`config.mk`:
```
export PLATFORM = sky130hd
export DESIGN_NAME = bus_scheduler_flat
export DESIGN_NICKNAME = d
export VERILOG_FILES = /design/src/rtl/bus_scheduler_if.sv /design/src/rtl/bus_scheduler.sv /design/src/flat_wrapper.sv
export SDC_FILE = /design/constraint.sdc
export NUM_CORES = 1
export LEC_CHECK = 0
export ABC_AREA = 1
export BUFFER_PORTS_ARGS = -buffer_cell sky130_fd_sc_hd__buf_4
export CAP_MARGIN = 25
export CORE_UTILIZATION = 32
export CTS_CLUSTER_DIAMETER = 200
export CTS_CLUSTER_SIZE = 28
export DETAILED_ROUTE_END_ITERATION = 16
export PLACE_DENSITY = 0.63
export RECOVER_POWER = 100
export SYNTH_ARGS = -nofsm -noshare
export SYNTH_HDL_FRONTEND = slang
export SYNTH_SLANG_ARGS = --single-unit
```
`constraint.sdc`:
```
create_clock -name clk_sys_i -period 1.6 [get_ports clk_sys_i]
set_clock_uncertainty 0.2 [all_clocks]
set_input_delay 0.08 -clock clk_sys_i [delete_from_list [all_inputs] [get_ports clk_sys_i]]
set_output_delay 0.08 -clock clk_sys_i [all_outputs]
set_load 0.05 [all_outputs]
```
`src/rtl/bus_scheduler_if.sv`:
```
// Bus-time scheduler handshake bundle: channel request/grant/ack plus the
// CPU timing strobes and slot index. Signal suffixes are from the
// scheduler's point of view.
interface bus_scheduler_if #(
  parameter int NUM_CH = 2,
  parameter int SLOT_W = 1
);
  logic [NUM_CH-1:0] req_i;
  logic              cpu_pause_i;
  logic [NUM_CH-1:0] grant_o;
  logic [NUM_CH-1:0] ack_o;
  logic              cpu_en_o;
  logic              cpu_clk_o;
  logic              cpu_be_o;
  logic              strobe_o;
  logic              latch_o;
  logic [SLOT_W-1:0] slot_o;

  modport slave (
    input  req_i, cpu_pause_i,
    output grant_o, ack_o, cpu_en_o, cpu_clk_o, cpu_be_o,
           strobe_o, latch_o, slot_o
  );

  modport master (
    output req_i, cpu_pause_i,
    input  grant_o, ack_o, cpu_en_o, cpu_clk_o, cpu_be_o,
           strobe_o, latch_o, slot_o
  );
endinterface

```
`src/rtl/bus_scheduler.sv`:
```
// Bus-time scheduler: fixed-length slots grouped into frames. Slot 0 is the
// CPU slot unless paused; the other slots are shared round-robin among the
// bus-master channels. All outputs are registered from the next-state
// phase/slot/owner, so they line up exactly with the slot they describe.
//
//   state     | meaning
//   ----------+----------------------------------------------------
//   IDLE_SLOT | nobody owns the bus; strobe still runs, no latch
//   CPU_SLOT  | CPU owns the slot; cpu_en high, phi2 in second half
//   CH_SLOT   | channel ch_q owns the slot; ack on the last phase
module bus_scheduler #(
  parameter int SLOT_CLOCKS = 4,
  parameter int FRAME_SLOTS = 2,
  parameter int NUM_CH      = 2
) (
  input  logic clk_sys_i,
  input  logic reset_ni,
  bus_scheduler_if.slave bus
);

  localparam int PW = $clog2(SLOT_CLOCKS);
  localparam int SW = (FRAME_SLOTS > 2) ? $clog2(FRAME_SLOTS) : 1;
  localparam int CW = (NUM_CH > 2) ? $clog2(NUM_CH) : 1;

  localparam logic [PW-1:0] PH_LAST   = PW'(SLOT_CLOCKS - 1);
  localparam logic [PW-1:0] PH_HALF   = PW'(SLOT_CLOCKS / 2);
  localparam logic [SW-1:0] SLOT_LAST = SW'(FRAME_SLOTS - 1);

  typedef enum logic [1:0] {IDLE_SLOT, CPU_SLOT, CH_SLOT} owner_e;

  logic [PW-1:0]     phase_q, phase_d;
  logic [SW-1:0]     slot_q, slot_d;
  owner_e            owner_q, owner_d;
  logic [CW-1:0]     ch_q, ch_d;
  logic [CW-1:0]     rr_q, rr_d;
  logic [NUM_CH-1:0] grant_q, grant_d;
  logic [NUM_CH-1:0] ack_q, ack_d;
  logic              cpu_en_q, cpu_en_d;
  logic              cpu_clk_q, cpu_clk_d;
  logic              cpu_be_q, cpu_be_d;
  logic              strobe_q, strobe_d;
  logic              latch_q, latch_d;

  logic [NUM_CH-1:0] req_eff;
  logic [CW-1:0]     idx_v;
  logic              found;

  // State and output registers; reset parks at the last phase of the last
  // slot so the first released edge enters slot 0, phase 0.
  always_ff @(posedge clk_sys_i) begin
    if (!reset_ni) begin
      phase_q   <= PH_LAST;
      slot_q    <= SLOT_LAST;
      owner_q   <= IDLE_SLOT;
      ch_q      <= '0;
      rr_q      <= '0;
      grant_q   <= '0;
      ack_q     <= '0;
      cpu_en_q  <= 1'b0;
      cpu_clk_q <= 1'b0;
      cpu_be_q  <= 1'b1;
      strobe_q  <= 1'b0;
      latch_q   <= 1'b0;
    end else begin
      phase_q   <= phase_d;
      slot_q    <= slot_d;
      owner_q   <= owner_d;
      ch_q      <= ch_d;
      rr_q      <= rr_d;
      grant_q   <= grant_d;
      ack_q     <= ack_d;
      cpu_en_q  <= cpu_en_d;
      cpu_clk_q <= cpu_clk_d;
      cpu_be_q  <= cpu_be_d;
      strobe_q  <= strobe_d;
      latch_q   <= latch_d;
    end
  end

  // Counters, owner decision at the slot boundary, and next outputs.
  always_comb begin
    phase_d   = phase_q + PW'(1);
    slot_d    = slot_q;
    owner_d   = owner_q;
    ch_d      = ch_q;
    rr_d      = rr_q;
    found     = 1'b0;
    idx_v     = '0;
    // A channel being acked this clock must not be re-granted on a stale req.
    req_eff   = bus.req_i & ~ack_q;

    if (phase_q == PH_LAST) begin
      phase_d = '0;
      slot_d  = (slot_q == SLOT_LAST) ? '0 : slot_q + SW'(1);
      if (slot_d == '0 && !bus.cpu_pause_i) begin
        owner_d = CPU_SLOT;
      end else begin
        owner_d = IDLE_SLOT;
        for (int i = 0; i < NUM_CH; i++) begin
          idx_v = CW'((int'(rr_q) + i) % NUM_CH);
          if (!found && req_eff[idx_v]) begin
            found   = 1'b1;
            owner_d = CH_SLOT;
            ch_d    = idx_v;
            rr_d    = CW'((int'(idx_v) + 1) % NUM_CH);
          end
        end
      end
    end

    grant_d = '0;
    if (owner_d == CH_SLOT) grant_d[ch_d] = 1'b1;
    ack_d     = (phase_d == PH_LAST) ? grant_d : '0;
    cpu_en_d  = (owner_d == CPU_SLOT);
    cpu_clk_d = cpu_en_d && (phase_d >= PH_HALF);
    cpu_be_d  = (owner_d != CH_SLOT);
    strobe_d  = (phase_d != '0) && (phase_d != PH_LAST);
    latch_d   = (phase_d == PH_LAST) && (owner_d != IDLE_SLOT);
  end

  assign bus.grant_o   = grant_q;
  assign bus.ack_o     = ack_q;
  assign bus.cpu_en_o  = cpu_en_q;
  assign bus.cpu_clk_o = cpu_clk_q;
  assign bus.cpu_be_o  = cpu_be_q;
  assign bus.strobe_o  = strobe_q;
  assign bus.latch_o   = latch_q;
  assign bus.slot_o    = slot_q;

endmodule

```
`src/flat_wrapper.sv`:
```
// flat-port wrapper written by rule: the top's interface ports become plain ports
module bus_scheduler_flat 
#(
  parameter int SLOT_CLOCKS = 4,
  parameter int FRAME_SLOTS = 2,
  parameter int NUM_CH      = 2
)
  (clk_sys_i, reset_ni, bus_req_i, bus_cpu_pause_i, bus_grant_o, bus_ack_o, bus_cpu_en_o, bus_cpu_clk_o, bus_cpu_be_o, bus_strobe_o, bus_latch_o, bus_slot_o);
  bus_scheduler_if #(.NUM_CH(NUM_CH), .SLOT_W(1)) bus_i ();
  input  logic clk_sys_i;
  input  logic reset_ni;
  input wire logic [$bits(bus_i.req_i)-1:0] bus_req_i;
  input wire logic [$bits(bus_i.cpu_pause_i)-1:0] bus_cpu_pause_i;
  output wire logic [$bits(bus_i.grant_o)-1:0] bus_grant_o;
  output wire logic [$bits(bus_i.ack_o)-1:0] bus_ack_o;
  output wire logic [$bits(bus_i.cpu_en_o)-1:0] bus_cpu_en_o;
  output wire logic [$bits(bus_i.cpu_clk_o)-1:0] bus_cpu_clk_o;
  output wire logic [$bits(bus_i.cpu_be_o)-1:0] bus_cpu_be_o;
  output wire logic [$bits(bus_i.strobe_o)-1:0] bus_strobe_o;
  output wire logic [$bits(bus_i.latch_o)-1:0] bus_latch_o;
  output wire logic [$bits(bus_i.slot_o)-1:0] bus_slot_o;
  assign bus_i.req_i = bus_req_i;
  assign bus_i.cpu_pause_i = bus_cpu_pause_i;
  assign bus_grant_o = bus_i.grant_o;
  assign bus_ack_o = bus_i.ack_o;
  assign bus_cpu_en_o = bus_i.cpu_en_o;
  assign bus_cpu_clk_o = bus_i.cpu_clk_o;
  assign bus_cpu_be_o = bus_i.cpu_be_o;
  assign bus_strobe_o = bus_i.strobe_o;
  assign bus_latch_o = bus_i.latch_o;
  assign bus_slot_o = bus_i.slot_o;
  bus_scheduler #(.SLOT_CLOCKS(SLOT_CLOCKS), .FRAME_SLOTS(FRAME_SLOTS), .NUM_CH(NUM_CH)) u_core (.clk_sys_i(clk_sys_i), .reset_ni(reset_ni), .bus(bus_i));
endmodule
```
# ---- Word level (Yosys, flattened, before mapping)
# Cells that the tools add are included.
# Widths: inputs -> output; s select.
dict set report op_classes {
  n_lt_le_gt_ge 5
  reduce_logical 13
  bitwise 4
  n_mux 22
  add_sub_neg 4
  eq_ne 6
}
# cell count
set op_table {}
lappend op_table {{$mux 1} 15}
lappend op_table {{$mux 2} 6}
lappend op_table {{$eq 2x2->1 const B} 3}
lappend op_table {{$logic_and 1x1->1} 6}
lappend op_table {{$lt 1x2->1 const B} 3}
lappend op_table {{$reduce_bool 2->1} 3}
lappend op_table {{$ne 2x2->1 const B} 2}
lappend op_table {{$add 1x1->1 const B} 3}
lappend op_table {{$reduce_and 3->1} 1}
lappend op_table {{$add 2x1->2 const B} 1}
lappend op_table {{$and 2x2->2} 1}
lappend op_table {{$eq 2x1->1 const B} 1}
lappend op_table {{$ge 2x2->1 const B} 1}
lappend op_table {{$logic_not 1->1} 2}
lappend op_table {{$not 1->1} 2}
lappend op_table {{$not 2->2} 1}
lappend op_table {{$reduce_and 2->1} 1}
lappend op_table {{$demux 1 s1} 1}
lappend op_table {{$ge 1x1->1 const B} 1}
dict set report word_totals {
  inputBits 5
  reg_bits 16
  elab_cells 66
  out_inout_bits 10
}

# ---- Longest topological paths before layout
# Gate-level depths: netlist of run 1.
dict set report logic_depth {
  depth_word 17
  mapped_depth 8
  ltp_nobuf 8
}

# ---- Worst setup path before layout of run 1
# No wires, ideal clock.
dict set report synth_path {
  path_type {flip-flop to flip-flop}
  start {reg u_core.slot_q (netlist: u_core.bus.slot_o)}
  end {reg u_core.ack_q[0] (netlist: u_core.bus.ack_o[0])}
  t_arrival_ns 1.256
  period_less_slack_ns 1.520
  path_slack_ns 0.080
  path_stages_with_launch 9
  n_path_buf 0
  setup_ns 0.064
  t_required_ns 1.336
  cell_sequence {dfxtp_1 -> inv_1 -> nand2_1 -> nand2_2 -> nand2_2 -> nand2_1 -> nand2_2 -> nand3_1 -> nor2_1}
}
dict set report synth_between {
  elab_chain_len 11
  word_cells_on_any_way 15
  cone_classes {add/sub (1); order compare (2); eq/ne (1); mux (8); bitwise (1); reduce/logical (2)}
}
# element line_no
set synth_lines {}
lappend synth_lines {{start, declared} bus_scheduler.sv:32} ;# logic [SW-1:0] slot_q, slot_d;
lappend synth_lines {{start signal, assigned} bus_scheduler.sv:66} ;# slot_q <= slot_d;
lappend synth_lines {{$add 1x1->1} bus_scheduler.sv:94} ;# slot_d = (slot_q == SLOT_LAST) ? '0 : slot_q + SW'(1);
lappend synth_lines {{$mux 1 *} bus_scheduler.sv:94}
lappend synth_lines {{$not 1->1 *} bus_scheduler.sv:95} ;# if (slot_d == '0 && !bus.cpu_pause_i) begin
lappend synth_lines {{$logic_and 1x1->1 *} bus_scheduler.sv:95}
lappend synth_lines {{$mux 1} bus_scheduler.sv:95}
lappend synth_lines {{$mux 1} bus_scheduler.sv:92} ;# if (phase_q == PH_LAST) begin
lappend synth_lines {{$lt 1x2->1 (implied by the code) / $ge 1x1->1 (equally long branches)} bus_scheduler.sv:112} ;# if (owner_d == CH_SLOT) grant_d[ch_d] = 1'b1;
lappend synth_lines {{$logic_and 1x1->1 (implied by the code)} bus_scheduler.sv:112}
lappend synth_lines {{$mux 1 (implied by the code)} bus_scheduler.sv:112}
lappend synth_lines {{$demux 1 s1} -}
lappend synth_lines {{$mux 2 *} bus_scheduler.sv:112}
lappend synth_lines {{end signal, assigned} bus_scheduler.sv:71} ;# ack_q <= ack_d;
lappend synth_lines {{end, declared} bus_scheduler.sv:37} ;# logic [NUM_CH-1:0] ack_q, ack_d;
# Mark *: on every way between the ends. The rest lies on a longest branch, timed or not.
# A chain may end at the register's enable or synchronous reset.

# ---- Worst setup path after layout of run 1
dict set report layout_path {
  start {reg u_core.phase_q[0]}
  end {reg u_core.ack_q[1] (netlist: u_core.bus.ack_o[1])}
}
dict set report layout_between {
  elab_chain_len 7
  word_cells_on_any_way 14
  cone_classes {add/sub (1); order compare (2); eq/ne (3); mux (6); reduce/logical (2)}
}
# element line_no
set layout_lines {}
lappend layout_lines {{start, declared} bus_scheduler.sv:31} ;# logic [PW-1:0] phase_q, phase_d;
lappend layout_lines {{start signal, assigned} bus_scheduler.sv:65} ;# phase_q <= phase_d;
lappend layout_lines {{$eq 2x2->1} bus_scheduler.sv:92}
lappend layout_lines {{$mux 1} bus_scheduler.sv:92}
lappend layout_lines {{$lt 1x2->1 (implied by the code) / $ge 1x1->1 (equally long branches)} bus_scheduler.sv:112}
lappend layout_lines {{$logic_and 1x1->1 (implied by the code)} bus_scheduler.sv:112}
lappend layout_lines {{$mux 1 (implied by the code)} bus_scheduler.sv:112}
lappend layout_lines {{$demux 1 s1} -}
lappend layout_lines {{$mux 2} bus_scheduler.sv:112}
# Several ways; a longest one is shown, not always the timed one.

==> reports/metrics.yaml, run 1 <==
status:
  status: "finished, final reports clean"
final_layout:
  drive_gt1_share_pct: 22.5
  multi_input_area_sq_um: 225
  layout_common_cells: "16 x dfxtp_1, 14 x inv_1, 12 x nand2_1"
  syn2layout_area_growth_pct: 30.1
  fill_cells: 196
  final_common_cell: "dfxtp_1"
  diodes: 0
  ff_latch_area_sq_um: 320
  fin_nets: 97
  layout.cells.non_filler: 114
clock_network:
  cts_root_buf: "clkbuf_4"
  clkTransAtPathRegs_ps: 90
  htreeDepth: 1
  cts_made_buffers: 3
  insertion_delay_ps: 280
  cts_tree: "done"
  cts.sinks: 16
  clockBufferDepth: 2
floorplanning:
  io_pins: 15
  initial_core_util_pct: 33.9
  fp.dieArea_sq_um: 2000
  die-height_um: 44.8
  core_area_sq_um: 1730
  rows: 15
  die_w_um: 44.8
detailed_routing:
  firstDrtPassIters: 4
  drc: 0
  avgViaCountPerCell: 4.15
  finalWirelength_mm: 1.03
  ant_nets: 0
  vias: 473
  drtIter0Drc: 18
  wl_per_cell_um: 9.02
timing:
  relSlewSlack_pct: 60.5
  finalCritPeriodShare_pct: 92.1
  fin_tns_setup_ps: 0
  grt_setup_unrepaired: "no"
  finalCriticalPeriod_ps: 1470
  hold_viol: 0
  fmaxAchievable_ghz: 0.679
  tightest_slew_ps: 595
  slew_violations: 0
  setup_viol: 0
critical_path:
  worstSetupPathType: "reg -> reg"
  crit_required_ps: 1610
  ff2ff_setup_slack_ps: 130
  cp-endpoint: "u_core.bus.ack_o[1]"
  end_kind: "flip-flop"
  cp_slowest_stage_delay_ps: 430
  critical_path_arrival_ps: 1490
  path_cells: "ha_4 > nand2_1 > nand2_2 > nand2_2 > nand3_2 > nand2_1 > nor3_2"
  crit_start: "u_core.phase_q[0]"
  cp-start-kind: "flip-flop"
  r2r_end: "u_core.bus.ack_o[1]"
  cp_max_fo: 7
  r2r_start: "u_core.phase_q[0]"
  crit_slowest_cell: "dfxtp_1"
  rr_worst_depth: 7
grt:
  track_usage_pct: 11.7
  antenna_found_initial: 0
  grt_max_degree: 10
  grt_pass1_wl_mm: 1.60
  grt_pass1_vias: 384
  overflow: 0
job:
  maxCapViolations: 0
logic_synthesis:
  ys_seq_area_share_pct: 54.7
  netlist_top_cells_area: "dfxtp_1 55%, inv_1 9.0%, nand2_1 7.7%"
  synth_top_area_share_pct: 54.7
  yosysWarnings: 0
  synth-seq-cells: 16
  synth_area_sq_um: 586
  postSynthCellCount: 70
  synth_nets: 77
  syn-mean-instance-area_sq_um: 8.37
  yosysTopAreaCell: "dfxtp_1"
  synthDistinctLibCells: 14
placed_design:
  io_buffer_count: 14
  dp_hpwl_um: 739
  dp_cells: 109
  gp_congestion: 0.736
worst_hold_path:
  hp-class: "in -> reg"
  hold_path_depth: 5
power_and_ir_drop:
  power.total_uw: 1010
  p_per_area_nw_per_um2: 1330
  ir_drop_v: 0.000698
  p_leak_uw: 0.000367
## cells by family after synthesis
kind of cell,share of synthesized area [%]
DFF,54.7
AOI/OAI and AO/OA,5.13
adders and majority gates,4.27
buffers and inverters,8.97
and+or+nand+nor,26.9
## critical path: cells and delay by family, from the launching register on
family,cells,cell delay (ps)
adders and majority gates,1,200
DFF,1,430
and+or+nand+nor,6,580
## how the worst min path moves through the flow
stage	from	endpoint	slack, ps
3_3_place_gp	reset_ni	u_core.phase_q[1]	130
4_1_cts	bus_req_i[0]	u_core.rr_q	8
2_1_floorplan	reset_ni	u_core.bus.slot_o	-40
5_1_grt	bus_cpu_pause_i	u_core.rr_q	30
3_5_place_dp	reset_ni	u_core.bus.slot_o	130
6_report	bus_req_i[0]	u_core.rr_q	10
## timing repair
item | CTS | global route
setup endpoints to repair | 0 | 7
endpoints found under the hold margin | 16 | 0
hold buffers | 1 | 0
resized for setup | 0 | 2
setup buffers | 0 | 0
## layout make-up
cell class / count / share of cell area [%]
flip-flops and latches: 16 / 42.0
multi-input cells: 40 / 29.6
repair buffers: 15 / 12.6
inverters: 14 / 6.90
clock buffers: 4 / 4.76
well taps: 25 / 4.11
## per-layer routing
metal / wire length, um / track usage (%)
met2: 456 / 16.2
met4: 13 / 5.45
met3: 59 / 6.00
met1: 499 / 15.2
met5: 0 / 0
## flip-flops by register name, summed over array words and instances, names as in the netlist
signal	cells
u_core.bus.grant_o	2
u_core.bus.strobe_o	1
u_core.owner_q	2
u_core.bus.latch_o	1
u_core.bus.cpu_be_o	1
u_core.bus.slot_o	1
u_core.bus.cpu_clk_o	1
u_core.bus.ack_o	2
u_core.rr_q	1
u_core.bus.cpu_en_o	1
u_core.phase_q	2
u_core.ch_q	1
## cells in the mapped netlist
library cell	number
a211oi_1	1
a21oi_1	2
dfxtp_1	16
ha_1	2
inv_1	14
nand2_1	12
nand2_2	3
nand3_1	5
nand3_2	1
nor2_1	9
nor3_1	1
nor3_2	2
o21a_1	1
o21ai_0	1
## metrics by stage
| step | setup WS [ps] | instance area, sq um | hold WS, ps | utilization [%] |
|---|---|---|---|---|
| 5_1_grt | 11.5 | 762 | 29.5 | 44.1 |
| 6_report | 126 | 762 | 12.9 | 44.1 |
| 3_5_place_dp | 84.7 | 722 | 133 | 41.8 |
| 3_3_place_gp | 130 | 722 | 130 | 41.8 |
| 4_1_cts | 50.4 | 768 | 8.33 | 44.5 |
| 2_1_floorplan | 80.1 | 586 | -35.0 | - |
## where the power goes
part	internal, uW	total [uW]	leakage, uW	switching [uW]
sequential	445	466	0.000132	21.3
clock	138	261	0.0000210	122
combinational	79.7	283	0.000215	204
Power figures use the tool's default switching activity.
==> run 2: changes to the inputs <==
CORE_UTILIZATION = 40   (was 32)
PLACE_DENSITY = 0.73   (was 0.63)
==> reports/metrics.yaml, run 2 (same netlist as run 1, synthesis figures left out) <==
critical_path:
  crit_top_cell: "nand2_2"
  end_kind: "flip-flop"  # unchanged
  crit_required_ps: 1610  # about the same
  cp-start-kind: "flip-flop"  # unchanged
  critical_path_arrival_ps: 1460  # was 1490 ps
  crit_slowest_cell: "dfxtp_1"  # unchanged
  worstSetupPathType: "reg -> reg"  # unchanged
  path_delay_family: "simple AND/OR/NAND/NOR gates"  # unchanged
  critPathBufInv: 0  # unchanged
  cp_max_fo: 7  # unchanged
  ff2ff_setup_slack_ps: 150  # was 130 ps
  cp_slowest_stage_delay_ps: 420  # was 430 ps
  path_cells: "ha_4 > nand2_1 > nand2_2 > nand2_2 > nand2_1 > nand2_2 > nor3_2"  # was ha_4 > nand2_1 > nand2_2 > nand2_2 > nand3_2 > nand2_1 > nor3_2
timing:
  slew_violations: 0  # unchanged
  relSlewSlack_pct: 60.3  # was 60.5%
  setup_viol: 0  # unchanged
  fmaxAchievable_ghz: 0.692  # was 0.679 GHz
  fin_ws_ps: 154  # was 126 ps
  tightest_slew_ps: 597  # was 595 ps
  fin_tns_setup_ps: 0  # unchanged
  hold_viol: 0  # unchanged
  grt_setup_unrepaired: "no"  # unchanged
  finalCriticalPeriod_ps: 1450  # was 1470 ps
  finalCritPeriodShare_pct: 90.4  # was 92.1%
detailed_routing:
  vias: 467  # was 473
  finalWirelength_um: 906  # was 1.03 mm
  wirelength_met1_um: 449  # was 499 um
  drtIter0Drc: 5  # was 18
  wl_per_cell_um: 8.63  # was 9.02 um
  avgViaCountPerCell: 4.45  # was 4.15
  drc: 0  # unchanged
  firstDrtPassIters: 2  # was 4
  dr_wl_met3_um: 51  # was 59 um
  ant_nets: 0  # unchanged
  wl_met2_um: 399  # was 456 um
  routed.top_layer: "met4"  # unchanged
clock_network:
  clkTransAtPathRegs_ps: 90  # about the same
  cts_made_buffers: 3  # unchanged
  cts.sinks: 16  # unchanged
  clockBufferDepth: 2  # unchanged
  cts_tree: "done"  # unchanged
  insertion_delay_ps: 280  # about the same
  cts_root_buf: "clkbuf_4"  # unchanged
  htreeDepth: 1  # unchanged
placed_design:
  postPlaceCellArea_sq_um: 709  # was 722 sq um
  dp_hpwl_um: 688  # was 739 um
  pre_cts_ws_ps: 80.5  # was 84.7 ps
  gp_congestion: 0.763  # was 0.736
  io_buffer_count: 14  # unchanged
  dp_cells: 99  # was 109
floorplanning:
  fp.dieArea_sq_um: 1620  # was 2000 sq um
  rows: 13  # was 15
  core_area_sq_um: 1330  # was 1730 sq um
  die_w_um: 40.3  # was 44.8 um
  initial_core_util_pct: 43.9  # was 33.9%
  io_pins: 15  # unchanged
  die-height_um: 40.3  # was 44.8 um
final_layout:
  final_common_cell: "dfxtp_1"  # unchanged
  diodes: 0  # unchanged
  fin_nets: 98  # was 97
  postLayoutCellArea_sq_um: 742  # was 762 sq um
  final_core_util_pct: 55.6  # was 44.1%
  drive_gt1_share_pct: 17.8  # was 22.5%
  syn2layout_area_growth_pct: 26.7  # was 30.1%
  layout_common_cells: "16 x dfxtp_1, 14 x inv_1, 12 x nand2_1"  # unchanged
  layout.cells.non_filler: 105  # was 114
status:
  status: "finished, final reports clean"  # unchanged
grt:
  antenna_found_initial: 0  # unchanged
  overflow: 0  # unchanged
  grt_max_degree: 10  # unchanged
  grt_pass1_vias: 382  # was 384
  grt_pass1_wl_mm: 1.44  # was 1.60 mm
  track_usage_pct: 14.2  # was 11.7%
power_and_ir_drop:
  p_per_area_nw_per_um2: 1340  # was 1330 nW/um^2
  ir_drop_v: 0.000867  # was 0.000698 V
  p_leak_uw: 0.000355  # was 0.000367 uW
job:
  maxCapViolations: 0  # unchanged
worst_hold_path:
  hp-class: "in -> reg"  # unchanged
-- run 2: changes by cell type in the layout (fill, tap and decap cells not counted), sizes merged --
cell	before	now
dlygate4sd3	1	2
buf	9	4
clkbuf	9	14
-- run 2: final cells by class --
cell class | instances | area [sq um]
Clock buffer | 4 | 36.3
Fill cell | 139 | 592
Inverter | 14 | 52.6
Multi-Input combinational cell | 40 | 225
Sequential cell | 16 | 320
Tap cell | 15 | 18.8
Timing Repair Buffer | 16 | 88.8
-- run 2: repair_timing --
item | in CTS | in global routing
endpoints found under the setup margin | 0 | 7
resized for setup | 0 | 2
hold buffers | 2 | 0
setup buffers | 0 | 0
endpoints found under the hold margin | 16 | 0
-- run 2: power by group --
group / leakage, uW / total, uW / internal [uW] / switching [uW]
clock: 0.0000210 / 260 / 138 / 122
sequential: 0.000132 / 465 / 445 / 20.3
combinational: 0.000202 / 272 / 73.5 / 199
-- run 2: path summary, 6_finish.rpt --
kind | cells past startpoint | startpoint | endpoint
setup reg to reg | 7 | u_core.phase_q[0] | u_core.bus.ack_o[1]
setup / recovery | 7 | u_core.phase_q[0] | u_core.bus.ack_o[1]
hold / removal | 5 | bus_cpu_pause_i | u_core.rr_q
hold reg to reg | 2 | u_core.rr_q | u_core.rr_q
-- run 2: layer usage --
layer	track usage (%)	up-vias
li1	-	258
met1	17.1	197
met2	21.0	10
met3	6.67	2
met4	7.50	0
met5	0	-
-- run 2: worst register-to-register path: cells and delay by family, from the launching register on --
| family | cells | cell delay, ps |
|---|---|---|
| and+or+nand+nor | 6 | 570 |
| DFF | 1 | 420 |
| adders and majority gates | 1 | 190 |
-- run 2: through the flow --
step           hold slack (ps)  power (uW)
2_1_floorplan            -35.0         685
3_5_place_dp               128         761
6_report                  10.3         997
4_1_cts                   7.14        1020
3_3_place_gp               132         759
5_1_grt                   65.2        1060
==> run 3: changes to the inputs <==
ABC_AREA = 0   (was 1)
PLACE_DENSITY = 0.72   (was 0.73)
==> reports/metrics.yaml, run 3 <==
logic_synthesis:
  synth_ff_type: "dfxtp_1"  # unchanged
  ys_async_sr_fraction_pct: 0  # unchanged
  synth_area_sq_um: 638  # was 586 sq um
  yosysMostFrequentCell: "dfxtp_1"  # unchanged
  postSynthCellCount: 61  # was 70
  synth-seq-cells: 16  # unchanged
  synth-edff-count: 0  # unchanged
  netlist_top_cells_count: "16 x dfxtp_1, 6 x nor2_1, 5 x inv_1"  # was 16 x dfxtp_1, 14 x inv_1, 12 x nand2_1
  netlist_top_cells_area: "dfxtp_1 50%, nor4_4 6.7%, ha_1 3.9%"  # was dfxtp_1 55%, inv_1 9.0%, nand2_1 7.7%
  ys_seq_area_share_pct: 50.2  # was 54.7%
  yosysTopAreaCell: "dfxtp_1"  # unchanged
  syn-mean-instance-area_sq_um: 10.5  # was 8.37 sq um
  synth_top_area_share_pct: 50.2  # was 54.7%
  synth_nets: 68  # was 77
  synthDistinctLibCells: 28  # was 14
  yosysWarnings: 0  # unchanged
floorplanning:
  fp.dieArea_sq_um: 1760  # was 1620 sq um
  rows: 14  # was 13
  initial_core_util_pct: 42.4  # was 43.9%
  io_pins: 15  # unchanged
  die_w_um: 41.9  # was 40.3 um
  core_area_sq_um: 1510  # was 1330 sq um
  die-height_um: 41.9  # was 40.3 um
grt:
  overflow: 0  # unchanged
  grt_max_degree: 10  # unchanged
  grt_pass1_wl_mm: 2.10  # was 1.44 mm
  grt_pass1_vias: 488  # was 382
  track_usage_pct: 16.7  # was 14.2%
  antenna_found_initial: 0  # unchanged
timing:
  finalCritPeriodShare_pct: 98.5  # was 90.4%
  grt_setup_unrepaired: "yes"  # was no
  holdWs_ps: 58.6  # was 10.3 ps
  fmaxAchievable_ghz: 0.635  # was 0.692 GHz
  hold_viol: 0  # unchanged
  relSlewSlack_pct: 60.4  # was 60.3%
  slew_violations: 0  # unchanged
  setup_viol: 0  # unchanged
  finalCriticalPeriod_ps: 1580  # was 1450 ps
  tightest_slew_ps: 597  # about the same
detailed_routing:
  firstDrtPassIters: 4  # was 2
  vias: 508  # was 467
  avgViaCountPerCell: 5.13  # was 4.45
  ant_nets: 0  # unchanged
  wl_per_cell_um: 12.2  # was 8.63 um
  finalWirelength_mm: 1.21  # was 906 um
  drtIter0Drc: 1  # was 5
  drc: 0  # unchanged
critical_path:
  end_kind: "flip-flop"  # unchanged
  cp_max_fo: 4  # was 7
  worstSetupPathType: "reg -> reg"  # unchanged
  crit_required_ps: 1580  # was 1610 ps
  cp-start-kind: "flip-flop"  # unchanged
  critical_path_arrival_ps: 1550  # was 1460 ps
placed_design:
  dp_hpwl_um: 877  # was 688 um
  dp_cells: 95  # was 99
  gp_congestion: 0.787  # was 0.763
  io_buffer_count: 14  # unchanged
final_layout:
  final_core_util_pct: 54.0  # was 55.6%
  final_common_cell: "dfxtp_1"  # unchanged
  layout_common_cells: "13 x dfxtp_1, 10 x buf_4, 8 x clkbuf_1"  # was 16 x dfxtp_1, 14 x inv_1, 12 x nand2_1
  drive_gt1_share_pct: 31.3  # was 17.8%
  diodes: 0  # unchanged
  fin_nets: 92  # was 98
  syn2layout_area_growth_pct: 27.5  # was 26.7%
  fill_cells: 146  # was 139
  layout.cells.non_filler: 99  # was 105
clock_network:
  cts_made_buffers: 3  # unchanged
  cts_root_buf: "clkbuf_4"  # unchanged
  cts.sinks: 16  # unchanged
  insertion_delay_ps: 280  # about the same
  htreeDepth: 1  # unchanged
  clkTransAtPathRegs_ps: 80  # was 90 ps
  cts_tree: "done"  # unchanged
  clockBufferDepth: 2  # unchanged
power_and_ir_drop:
  ir_drop_v: 0.000564  # was 0.000867 V
  p_per_area_nw_per_um2: 1230  # was 1340 nW/um^2
  power.total_uw: 1000  # was 997 uW
  p_leak_uw: 0.000352  # was 0.000355 uW
job:
  maxCapViolations: 0  # unchanged
worst_hold_path:
  hp-class: "in -> reg"  # unchanged
status:
  status: "finished, final reports clean"  # unchanged
## run 3: kinds of logic (layout without fill, tap and decap cells)
group / after synthesis / in the layout / synth area share [%]
xor gates and xnor gates: 1 / 1 / 1.37
AOI/OAI and AO/OA: 10 / 10 / 12.4
buffers and inverters: 8 / 30 / 6.67
and+or+nand+nor: 24 / 24 / 25.5
adders and majority gates: 2 / 2 / 3.92
DFF: 16 / 16 / 50.2
## run 3: through the flow
step                TNS, ps  area, sq um  worst slack, ps
global placement       -229          795            -53.6
global route           -137          813            -33.0
CTS                       0          841             14.7
finish                    0          813             24.5
detailed placement     -427          795            -90.4
floorplan                 0          639             41.3
## run 3: final cells by class
type,count,area [sq um],area share (%)
tap,16,20.0,2.46
sequential,16,324,39.8
timing repair buffer,21,125,15.4
inverter,6,27.5,3.38
clock buffer,3,22.5,2.77
multi-input combinational,37,294,36.2
## run 3: report_power, final
group	switching [uW]	internal, uW	total [uW]
Sequential	27.9	446	474
Clock	113	87.5	200
Combinational	206	123	329
## run 3: final timing paths
path              slack (ps)  depth (start not counted)              start                    end
setup / recovery          20                          5  u_core.phase_q[0]    u_core.bus.strobe_o
hold / removal            60                          4       bus_req_i[1]  u_core.bus.grant_o[0]
setup reg to reg          20                          5  u_core.phase_q[0]    u_core.bus.strobe_o
hold reg to reg          310                          2  u_core.bus.slot_o      u_core.bus.slot_o
## run 3: critical path, cell delays in order (launching register included)
cell     delay (ps)
dfxtp_2         350
buf_4           120
inv_1            40
ha_1            290
or3_1           310
and3_1          160
## run 3: what timing repair did
action,CTS,global route
cloned,0,0
hold buffers,1,0
endpoints found under the setup margin,9,6
buffers inserted,0,0
hold endpoints to repair,13,0
resized for setup,3,2
pin swaps,0,5
## run 3: per-layer routing
layer	global-route usage, %	share of wire [%]	vias to the layer above
met5	0	0	-
met1	19.3	42	231
li1	-	-	252
met2	25.9	47	20
met4	9.68	2.6	0
met3	6.52	8.0	5
